===== config.mk =====
export PLATFORM = sky130hd
export DESIGN_NAME = out_port_uart_tx_flat
export DESIGN_NICKNAME = d
export VERILOG_FILES = /design/src/rtl/out_port_uart_tx_pkg.sv /design/src/rtl/out_port_uart_tx_if.sv /design/src/rtl/out_port_uart_tx_fifo.sv /design/src/rtl/out_port_uart_tx.sv /design/src/flat_wrapper.sv
export SDC_FILE = /design/constraint.sdc
export NUM_CORES = 1
export LEC_CHECK = 0
export BUFFER_PORTS_ARGS = -buffer_cell sky130_fd_sc_hd__buf_4
export CAP_MARGIN = 20
export CORE_UTILIZATION = 54
export DETAILED_ROUTE_END_ITERATION = 10
export PLACE_DENSITY = 0.81
export SLEW_MARGIN = 20
export SYNTH_ARGS = -nofsm -noshare
export SYNTH_HDL_FRONTEND = slang
export SYNTH_HIERARCHICAL = 1
export SYNTH_SLANG_ARGS = --single-unit

===== constraint.sdc =====
create_clock -name clk -period 3.21 [get_ports clk]
set_input_delay 0.642 -clock clk [delete_from_list [all_inputs] [get_ports clk]]
set_output_delay 0.642 -clock clk [all_outputs]
set_load 0.02 [all_outputs]

===== src/rtl/out_port_uart_tx_pkg.sv =====
// Purpose: shared constants for the OUT-port UART transmitter (FSM states, byte select, widths).
// Latency: n/a (package only).
// Backpressure: n/a (package only).
package out_uart_pkg;

    // Serialiser FSM states; plain constants so older code using 2-bit states links unchanged.
    localparam logic [1:0] ST_IDLE  = 2'd0;
    localparam logic [1:0] ST_START = 2'd1;
    localparam logic [1:0] ST_DATA  = 2'd2;
    localparam logic [1:0] ST_STOP  = 2'd3;

    // Which half of the 16-bit word is on the wire; the high byte goes first.
    localparam logic BYTE_HI = 1'b0;
    localparam logic BYTE_LO = 1'b1;

    // Eight data bits per UART byte.
    localparam int BIT_IDX_W = 3;

    localparam int DEF_FIFO_DEPTH = 4;
    localparam int DEF_LEVEL_W    = $clog2(DEF_FIFO_DEPTH) + 1;

    // Occupancy needs one extra bit so that "completely full" is representable.
    function automatic int level_w(input int depth);
        return $clog2(depth) + 1;
    endfunction

endpackage


===== src/rtl/out_port_uart_tx_if.sv =====
// Purpose: CPU OUT-port strobe bus plus transmitter status (master = CPU side, slave = transmitter).
// Latency: n/a (wiring only).
// Backpressure: none on the bus; a write to a full FIFO is dropped and reported through overflow.
// Signals: wr_en/wr_data (OUT strobe and value), full, level, overflow, busy, tx.
interface out_port_uart_tx_if
    import out_uart_pkg::*;
#(
    parameter int FIFO_DEPTH = DEF_FIFO_DEPTH
);
    localparam int LVL_W = level_w(FIFO_DEPTH);

    logic             wr_en;
    logic [15:0]      wr_data;
    logic             full;
    logic [LVL_W-1:0] level;
    logic             overflow;
    logic             busy;
    logic             tx;

    modport master (
        output wr_en, wr_data,
        input  full, level, overflow, busy, tx
    );

    modport slave (
        input  wr_en, wr_data,
        output full, level, overflow, busy, tx
    );

endinterface


===== src/rtl/out_port_uart_tx_fifo.sv =====
// Purpose: small synchronous FIFO with registered level/full and a dropped-write pulse.
// Latency: a word written on edge k is readable at rd_data (head) right after edge k.
// Backpressure: a write while full is accepted only if a pop happens on the same edge, else dropped.
// Ports: clk, rst, wr_en, wr_data, rd_en, rd_data (head word), level, full, dropped (comb pulse).
module sync_fifo #(
    parameter int WIDTH = 16,
    parameter int DEPTH = 4,
    parameter int LVL_W = $clog2(DEPTH) + 1
) (
    input  logic             clk,
    input  logic             rst,
    input  logic             wr_en,
    input  logic [WIDTH-1:0] wr_data,
    input  logic             rd_en,
    output logic [WIDTH-1:0] rd_data,
    output logic [LVL_W-1:0] level,
    output logic             full,
    output logic             dropped
);
    localparam int PTR_W = $clog2(DEPTH);

    logic [WIDTH-1:0] mem [DEPTH];
    logic [PTR_W-1:0] wr_ptr;
    logic [PTR_W-1:0] rd_ptr;
    logic             push;
    logic             pop;
    logic [LVL_W-1:0] level_nxt;

    // When full, the slot being written is the one being popped this edge; the
    // reader takes rd_data before the edge, so the overwrite is safe.
    assign pop     = rd_en && (level != '0);
    assign push    = wr_en && (!full || pop);
    assign dropped = wr_en && full && !pop;
    assign rd_data = mem[rd_ptr];

    always_comb begin
        level_nxt = level;
        case ({push, pop})
            2'b10:   level_nxt = level + 1'b1;
            2'b01:   level_nxt = level - 1'b1;
            default: level_nxt = level;
        endcase
    end

    always_ff @(posedge clk) begin
        if (push) begin
            mem[wr_ptr] <= wr_data;
        end
    end

    // Pointers wrap naturally because DEPTH is a power of two.
    always_ff @(posedge clk or posedge rst) begin
        if (rst) begin
            wr_ptr <= '0;
            rd_ptr <= '0;
            level  <= '0;
            full   <= 1'b0;
        end else begin
            if (push) wr_ptr <= wr_ptr + 1'b1;
            if (pop)  rd_ptr <= rd_ptr + 1'b1;
            level <= level_nxt;
            full  <= (level_nxt == LVL_W'(DEPTH));
        end
    end

endmodule


===== src/rtl/out_port_uart_tx.sv =====
// Purpose: buffers 16-bit CPU OUT words and sends each as two UART 8N1 bytes, high byte first.
// Latency: word strobed on edge k into an idle, empty block drives the start bit from edge k+1.
// Backpressure: none toward the CPU; writes to a full FIFO are dropped and set sticky overflow.
// Ports: clk, rst (async, active-high), bus (slave: wr_en, wr_data, full, level, overflow, busy, tx).
module out_port_uart_tx
    import out_uart_pkg::*;
#(
    parameter int DATA_WIDTH   = 16,   // two UART bytes per word; other widths are not supported
    parameter int FIFO_DEPTH   = 4,    // power of two, >= 2
    parameter int CLKS_PER_BIT = 434   // >= 2
) (
    input  logic                clk,
    input  logic                rst,
    out_port_uart_tx_if.slave   bus
);
    localparam int LVL_W = level_w(FIFO_DEPTH);
    localparam int CNT_W = $clog2(CLKS_PER_BIT);
    localparam logic [CNT_W-1:0] CNT_MAX = CNT_W'(CLKS_PER_BIT - 1);

    logic [DATA_WIDTH-1:0] fifo_rd_data;
    logic [LVL_W-1:0]      fifo_level;
    logic                  fifo_full;
    logic                  fifo_dropped;
    logic                  fifo_rd_en;

    logic [1:0]            state;
    logic [CNT_W-1:0]      baud_cnt;
    logic [BIT_IDX_W-1:0]  bit_idx;
    logic [BIT_IDX_W-1:0]  bit_idx_nxt;
    logic                  byte_sel;
    logic [DATA_WIDTH-1:0] shift_reg;
    logic [7:0]            cur_byte;
    logic                  tx_q;
    logic                  busy_q;
    logic                  overflow_q;

    sync_fifo #(
        .WIDTH (DATA_WIDTH),
        .DEPTH (FIFO_DEPTH),
        .LVL_W (LVL_W)
    ) u_fifo (
        .clk     (clk),
        .rst     (rst),
        .wr_en   (bus.wr_en),
        .wr_data (bus.wr_data),
        .rd_en   (fifo_rd_en),
        .rd_data (fifo_rd_data),
        .level   (fifo_level),
        .full    (fifo_full),
        .dropped (fifo_dropped)
    );

    // The serialiser only pops from IDLE, so a pop never coincides with a byte in flight.
    assign fifo_rd_en  = (state == ST_IDLE) && (fifo_level != '0);
    assign cur_byte    = (byte_sel == BYTE_HI) ? shift_reg[15:8] : shift_reg[7:0];
    assign bit_idx_nxt = bit_idx + 1'b1;

    always_ff @(posedge clk or posedge rst) begin
        if (rst) begin
            state      <= ST_IDLE;
            baud_cnt   <= '0;
            bit_idx    <= '0;
            byte_sel   <= BYTE_HI;
            shift_reg  <= '0;
            tx_q       <= 1'b1;
            busy_q     <= 1'b0;
            overflow_q <= 1'b0;
        end else begin
            if (fifo_dropped) overflow_q <= 1'b1;

            // tx is registered, so each branch loads the level of the *next* bit
            // on the edge that ends the current one.
            case (state)
                ST_IDLE: begin
                    baud_cnt <= '0;
                    if (fifo_level != '0) begin
                        shift_reg <= fifo_rd_data;
                        byte_sel  <= BYTE_HI;
                        state     <= ST_START;
                        tx_q      <= 1'b0;
                        busy_q    <= 1'b1;
                    end
                end
                ST_START: begin
                    if (baud_cnt == CNT_MAX) begin
                        baud_cnt <= '0;
                        bit_idx  <= '0;
                        state    <= ST_DATA;
                        tx_q     <= cur_byte[0];
                    end else begin
                        baud_cnt <= baud_cnt + 1'b1;
                    end
                end
                ST_DATA: begin
                    if (baud_cnt == CNT_MAX) begin
                        baud_cnt <= '0;
                        if (bit_idx == 3'd7) begin
                            state <= ST_STOP;
                            tx_q  <= 1'b1;
                        end else begin
                            bit_idx <= bit_idx_nxt;
                            tx_q    <= cur_byte[bit_idx_nxt];
                        end
                    end else begin
                        baud_cnt <= baud_cnt + 1'b1;
                    end
                end
                ST_STOP: begin
                    if (baud_cnt == CNT_MAX) begin
                        baud_cnt <= '0;
                        if (byte_sel == BYTE_HI) begin
                            // Low byte follows immediately, no idle gap inside a word.
                            byte_sel <= BYTE_LO;
                            state    <= ST_START;
                            tx_q     <= 1'b0;
                        end else begin
                            state  <= ST_IDLE;
                            busy_q <= 1'b0;
                        end
                    end else begin
                        baud_cnt <= baud_cnt + 1'b1;
                    end
                end
                default: begin
                    state    <= ST_IDLE;
                    baud_cnt <= '0;
                    tx_q     <= 1'b1;
                    busy_q   <= 1'b0;
                end
            endcase
        end
    end

    assign bus.tx       = tx_q;
    assign bus.busy     = busy_q;
    assign bus.overflow = overflow_q;
    assign bus.level    = fifo_level;
    assign bus.full     = fifo_full;

endmodule


===== src/flat_wrapper.sv =====
// flat-port wrapper written by rule: the top's interface ports become plain ports
module out_port_uart_tx_flat import out_uart_pkg::*;
#(
    parameter int DATA_WIDTH   = 16,                                                             
    parameter int FIFO_DEPTH   = 4,                         
    parameter int CLKS_PER_BIT = 434          
)
  (clk, rst, bus_wr_en, bus_wr_data, bus_full, bus_level, bus_overflow, bus_busy, bus_tx);
  out_port_uart_tx_if #(.FIFO_DEPTH(FIFO_DEPTH)) bus_i ();
  input  logic clk;
  input  logic rst;
  input wire logic [$bits(bus_i.wr_en)-1:0] bus_wr_en;
  input wire logic [$bits(bus_i.wr_data)-1:0] bus_wr_data;
  output wire logic [$bits(bus_i.full)-1:0] bus_full;
  output wire logic [$bits(bus_i.level)-1:0] bus_level;
  output wire logic [$bits(bus_i.overflow)-1:0] bus_overflow;
  output wire logic [$bits(bus_i.busy)-1:0] bus_busy;
  output wire logic [$bits(bus_i.tx)-1:0] bus_tx;
  assign bus_i.wr_en = bus_wr_en;
  assign bus_i.wr_data = bus_wr_data;
  assign bus_full = bus_i.full;
  assign bus_level = bus_i.level;
  assign bus_overflow = bus_i.overflow;
  assign bus_busy = bus_i.busy;
  assign bus_tx = bus_i.tx;
  out_port_uart_tx #(.DATA_WIDTH(DATA_WIDTH), .FIFO_DEPTH(FIFO_DEPTH), .CLKS_PER_BIT(CLKS_PER_BIT)) u_core (.clk(clk), .rst(rst), .bus(bus_i));
endmodule

# Yosys cells after proc, flatten, opt, wreduce, memory -nomap -nowiden
# Memory sizes are Yosys's and may differ from the RTL's. A register that Yosys moved wholly into a read port is not among the register bits.
# Cells that the tools add are included.
word_totals:
  regBits: 26
  ram_bits: 64
  inputBits: 19
  out_inout_bits: 7
  wordCells: 86
  n_memories: 1
op_classes:
  add_sub_neg: 6
  magnitude_cmp: 1
  n_eq_ne: 16
  mux: 32
  n_reduce_logical: 19
mem_list:
  columns: ["name", "words", "word_bits", "read_ports", "rd_ports_with_merged_regs", "wr", "line_no", "text"]
  rows:
  - ["u_core.u_fifo.mem", 4, 16, 1, 1, 1, "out_port_uart_tx_fifo.sv:22", "logic [WIDTH-1:0] mem [DEPTH];"]
op_table:
  columns: ["op", "count"]
  rows:
  - ["case mux 9 bit (2 select lines)", 1]
  - ["two-way mux 1 bit", 14]
  - ["case mux 3 bit (2 select lines)", 2]
  - ["two-way mux 2 bit", 5]
  - ["!= test 2 x 1 -> 1 bit (second input constant)", 5]
  - ["AND reduction 5 bit", 2]
  - ["adder 9 x 1 -> 9 bit (second input constant)", 1]
  - ["== test 9 bit (second input constant)", 1]
  - ["two-way mux 3 bit", 3]
  - ["two-way mux 9 bit", 1]
  - ["two-way mux 8 bit", 1]
  - ["case mux 2 bit (4 select lines)", 1]
  - ["AND reduction 4 bit", 2]
  - ["adder 3 x 1 -> 3 bit (second input constant)", 2]
  - ["== test 2 bit (second input constant)", 3]
  - ["== test 3 bit (second input constant)", 2]
  - ["!= test 2 bit (second input constant)", 3]
  - ["logical AND 1 bit", 5]
  - ["adder 2 x 1 -> 2 bit (second input constant)", 2]
  - ["== test 2 x 1 -> 1 bit (second input constant)", 2]
  - ["< comparator 3 x 4 -> 1 bit (second input constant)", 1]
  - ["case mux 1 bit (2 select lines)", 2]
  - ["case mux 1 bit (4 select lines)", 1]
  - ["nonzero test 2 bit", 2]
  - ["other kinds (9)", 10]

# Depth between registers and ports, before layout
depth:
  ltp_word: 8
  mapped_depth: 15
  ltp_nobuf: 13

# Cells and area by module
# The synthesis kept the hierarchy.
modules_own_cells:
  columns: ["mod", "instances", "cells_per_inst", "area_per_inst_um2", "seq_area_each_um2"]
  rows:
  - ["sync_fifo", 1, 125, 2786.4, 2122.0]
  - ["out_port_uart_tx", 1, 186, 1767.9, 852.1]

# Least setup slack after synthesis
# No wires, ideal clock.
synth_timing:
  path_type: "reg-to-reg"
  start: "register u_core.u_fifo.level[0]"
  end: "register u_core.u_fifo.full"
  setup_time_ns: 0.094
  arrival_ns: 3.006
  required_time_ns: 3.116
  slack_ns: 0.110
  path_stages_with_launch: 15
  path_buffers: 2
  synth_period_minus_slack_ns: 3.100
  path_cell_list: "dfrtp_1 nor3_1 nand2b_1 buf_2 clkinv_1 clkbuf_1 o31ai_4 a21boi_2 inv_1 ha_1 inv_1 fa_1 xor2_1 or3_1 a211oi_1"
synth_between:
  elab_chain_len: 8
  word_cells_on_any_way: 11
  classes_between: "add/sub (2); eq/ne (3); mux (1); reduce/logical (5)"
synth_rtl:
  columns: ["item", "line_no", "text"]
  rows:
  - ["start: declaration", "out_port_uart_tx_fifo.sv:16", "output logic [LVL_W-1:0] level,"]
  - ["start signal: assignment", "out_port_uart_tx_fifo.sv:61", "level <= level_nxt;"]
  - ["nonzero test 3 bit (*)", "out_port_uart_tx.sv:54", "assign fifo_rd_en = (state == ST_IDLE) && (fifo_level != '0);"]
  - ["logical AND 1 bit (*)", "out_port_uart_tx.sv:54", null]
  - ["net u_core.fifo_rd_en", "out_port_uart_tx.sv:24", "logic fifo_rd_en;"]
  - ["logical AND 1 bit (*)", "out_port_uart_tx_fifo.sv:31", "assign pop = rd_en && (level != '0);"]
  - ["logical OR 1 bit", "out_port_uart_tx_fifo.sv:32", "assign push = wr_en && (!full || pop);"]
  - ["logical AND 1 bit", "out_port_uart_tx_fifo.sv:32", null]
  - ["== test 2 x 1 -> 1 bit or == test 2 bit (tied branches)", "out_port_uart_tx_fifo.sv:38", "case ({push, pop})"]
  - ["case mux 3 bit (2 select lines) (*)", "out_port_uart_tx_fifo.sv:38", null]
  - ["== test 3 bit (*)", "out_port_uart_tx_fifo.sv:62", "full <= (level_nxt == LVL_W'(DEPTH));"]
  - ["end signal: assignment", "out_port_uart_tx_fifo.sv:62", null]
  - ["end: declaration", "out_port_uart_tx_fifo.sv:17", "output logic full,"]
# The timed path passes the listed nets; every way through them passes the cells marked *.
# A chain may end at the register's enable or synchronous reset.

# Worst setup path in the final report
layout_timing:
  start: "register u_core.state[0]"
  end: "register u_core.u_fifo.full"
layout_between:
  elab_chain_len: 8
  word_cells_on_any_way: 9
  classes_between: "eq/ne (3); mux (1); reduce/logical (5)"
layout_rtl:
  columns: ["item", "line_no", "text"]
  rows:
  - ["start: declaration", "out_port_uart_tx.sv:26", "logic [1:0] state;"]
  - ["start signal: assignment", "out_port_uart_tx.sv:60", "state <= ST_IDLE;"]
  - ["start signal: assignment", "out_port_uart_tx.sv:79", "state <= ST_START;"]
  - ["start signal: assignment", "out_port_uart_tx.sv:88", "state <= ST_DATA;"]
  - ["logical NOT 2 bit (*)", "out_port_uart_tx.sv:54", null]
  - ["logical AND 1 bit (*)", "out_port_uart_tx.sv:54", null]
  - ["logical AND 1 bit (*)", "out_port_uart_tx_fifo.sv:31", null]
  - ["logical OR 1 bit", "out_port_uart_tx_fifo.sv:32", null]
  - ["logical AND 1 bit", "out_port_uart_tx_fifo.sv:32", null]
  - ["== test 2 x 1 -> 1 bit or == test 2 bit (tied branches)", "out_port_uart_tx_fifo.sv:38", null]
  - ["case mux 3 bit (2 select lines) (*)", "out_port_uart_tx_fifo.sv:38", null]
  - ["== test 3 bit (*)", "out_port_uart_tx_fifo.sv:62", null]
# Mark *: on every way between the ends. The rest lies on a longest branch, timed or not.

==> results.md <==
- Design area: 5050 um2
- Chip Height: 93.8 um
- Setup TNS: 0 ps
- DR vias: between 2,000 and 2,500
- Reg2Reg Depth: 13
- CP most frequent cell: inv_1
- Port-buffer cells: 25
- TritonCTS Sinks: 106
- Reg2reg end: u_core/u_fifo/full$_DFF_PP0_
- Post-Syn Instances: roughly 310
- Mean Syn Cell Area: 14.6 um2
- Cell taking the most area after synthesis: edfxtp_1
- Post-synth top area share: 0.422
- Pin count of the biggest net entering global routing: 35
- Cts hold-fix bufs: 0
- CTS Buf Count: 9
- Synth Area in Adders: 0.0429
- Crit share post-route: 0.891
- Synthesis-to-finish area growth: 10.8%
- Worst reg2reg setup slack: 350 ps
- Critical path class: register to register
- Register area: roughly 3000 um2
- Antenna violations before repair: 0
- Critical Path AT: roughly 3100 ps
- Asr flop ratio synth: 0.396
- Clk slew on worst S/H paths: around 100 ps
- CP max stage cell: dfrtp_1
- Post-Syn Area: between 4000 and 5000 um2
- RSZ-0062 raised after global routing: false
- H-tree levels: 3
- Compound-Gate Fraction of Synth Area: 0.0412
- Die width: 93.8 um
- Routed Antenna Nets: 0
- Post-Synth Simple-Gate Area: 0.101
- Root Driver: clkbuf_8
- Sequential area share after synthesis: 0.653
- N_diodes: 0
- I/O Pins: 26
- First DRT Iteration DRCs: ~120
- Combinational family with the most area after synthesis: multiplexers
- Hold Crit Class: input pin to asynchronous set/reset pin
- First-pass DRT Iterations: 4
- Synth Net Count: approximately 350
- Clock latency on the worst-skew pair: 370 ps
- Area of the multi-input gates: ~1500 um2
- Vias in the first global route: 2,518
- Core footprint: 8180 um2
- Largest register FFs: 64
- Synth unique cells: 47
- Initial Util: 0.557
- Clk_skew: 7.59 ps
- P per Cell Area: 848 nW/um2
- Worst EP required: 3490 ps
- Leakage power: 0.00201 uW
- Synth Area in XOR/XNOR: 0.0231
- Worst-margin pin slew: approximately 760 ps
- Top post-synthesis cells by area: edfxtp_1, dfrtp_1, mux4_2
- Mux cell area share after synthesis: 0.111
- Layout cells sized above 1: 0.216
- Startpoint types: register
- Most common cell in the synthesized netlist: edfxtp_1
- Worst IR drop on VDD: around 400 uV
- # fillers: 618
- Final hold violation count: 0
- Fmax: 0.350 GHz
- Type of element capturing the critical path: register
- Nets@finish: about 380
- Final wirelength: 7100 um
- Total global-route track usage: 0.189
- Critical path, cell by cell: inv_1 -> ha_1 -> nand2b_1 -> clkinv_1 -> o31ai_4 -> a21boi_2 -> inv_1 -> ha_1 -> inv_1 -> fa_1 -> xor2_1 -> or3_1 -> a211oi_1
- Most common flop cell mapped by yosys: edfxtp_1
- First-pass GRT wire length: 12,200 um
- Maximum clock path buffer count: 2
- Post CTS Setup Buffer Count: 0
- Post-synth EDFFs: 64
- Drt drc: 0
- Ys Warns: 6
- Cts repair resizes: 0
- Commonest cells in the netlist: edfxtp_1, nand2_1, dfrtp_1
- Dpl hpwl: 4740 um
- Die area: between 8000 and 9000 um2
- CTS tree: built
- Max_slew headroom: 0.493
- Final min period: approximately 2900 ps
- Area after DPL: 4860 um2
- Routed len/inst: ~16 um
- Register bit total from synthesis: about 110
- Run status: finished, final reports clean
- Grt total ovfl: 0
- CP Max Fanout: 7
- R2r startpoint: u_core/state[0]$_DFFE_PP0P_
- Max incr delay on CP: approximately 430 ps
- Vias per cell: 5.41
- Std cell rows: 33
- Max Cap Viol: 0
- Slew Viols, Final: 0
- Gpl congestion: 0.807
- # setup viols final: 0
## logic make-up (layout without fill, tap and decap cells)
group                    after synthesis  in the layout
flip-flops                           106            106
multiplexers                          25             25
buffers and inverters                 27             64
adder cells (fa/ha/maj)               15             15
AND/OR/NAND/NOR                      104            104
AO/OA/AOI/OAI                         22             22
XOR/XNOR                              12             12
## worst max-delay path: cells and delay by family (launching register included)
family,cells,cell delay (ps)
XOR/XNOR,1,160
adder cells (fa/ha/maj),3,790
AND/OR/NAND/NOR,2,450
buffers and inverters,4,380
AO/OA/AOI/OAI,3,560
flip-flops,1,430
## per-layer routing
| layer | vias up | GRT usage | part of all wire | routed length [um] |
|---|---|---|---|---|
| met2 | 36 | 0.301 | 0.49 | 3450 |
| met3 | 11 | 0.0340 | 0.024 | 170 |
| li1 | 1181 | - | - | - |
| met4 | 0 | 0.0962 | 0.018 | 126 |
| met1 | 1223 | 0.250 | 0.47 | 3350 |
| met5 | - | 0 | 0 | 0 |
## metrics by stage
| step | hold slack [ps] | util | power (uW) | std cells | worst slack, ps |
|---|---|---|---|---|---|
| 2_1_floorplan | 437 | - | 3160 | 311 | 110 |
| 3_3_place_gp | 454 | 0.595 | 3490 | 437 | 577 |
| 3_5_place_dp | 459 | 0.595 | 3550 | 437 | 383 |
| 4_1_cts | 203 | 0.617 | 4320 | 453 | 375 |
| 5_1_grt | 232 | 0.617 | 4580 | 453 | 141 |
| 6_report | 211 | 0.617 | 4280 | 453 | 350 |
## cell usage in the layout (no fill, tap or decap), drive strengths merged, types with 3 or more instances in the layout
cell type,Yosys,final
edfxtp,64,64
nand2,61,61
dfrtp,41,41
buf,8,33
mux4,19,19
inv,14,17
nor2,16,16
ha,14,14
clkbuf,4,9
xnor2,9,9
o21ai,5,5
and2,5,5
nand2b,4,4
nand3,4,4
nor3,3,3
nand4,3,3
xor2,3,3
mux2i,3,3
o31ai,3,3
mux2,3,3
clkinv,1,3
## power breakdown
part | switching [uW] | internal [uW] | total [uW]
Combinational | 768 | 676 | 1440
Sequential | 232 | 1830 | 2060
Clock | 473 | 295 | 768
Total | 1470 | 2800 | 4280
## how the worst max path moves through the flow
stage                                     startpoint                           end  depth (start not counted)
CTS                      u_core/state[0]$_DFFE_PP0P_  u_core/u_fifo/full$_DFF_PP0_                         13
finish                   u_core/state[0]$_DFFE_PP0P_  u_core/u_fifo/full$_DFF_PP0_                         13
global route             u_core/state[0]$_DFFE_PP0P_  u_core/u_fifo/full$_DFF_PP0_                         13
detailed placement       u_core/state[0]$_DFFE_PP0P_  u_core/u_fifo/full$_DFF_PP0_                         13
global placement         u_core/state[0]$_DFFE_PP0P_  u_core/u_fifo/full$_DFF_PP0_                         13
floorplan           u_core/u_fifo/level[0]$_DFF_PP0_  u_core/u_fifo/full$_DFF_PP0_                         14
## layout make-up
class | instances | share of cell area
clock buffers | 9 | 0.0245
clock inverters | 7 | 0.0119
inverters | 15 | 0.0112
multi-input cells | 178 | 0.288
flip-flops and latches | 106 | 0.589
well taps | 105 | 0.0260
repair buffers | 33 | 0.0491
(Power assumes the default switching activity.)
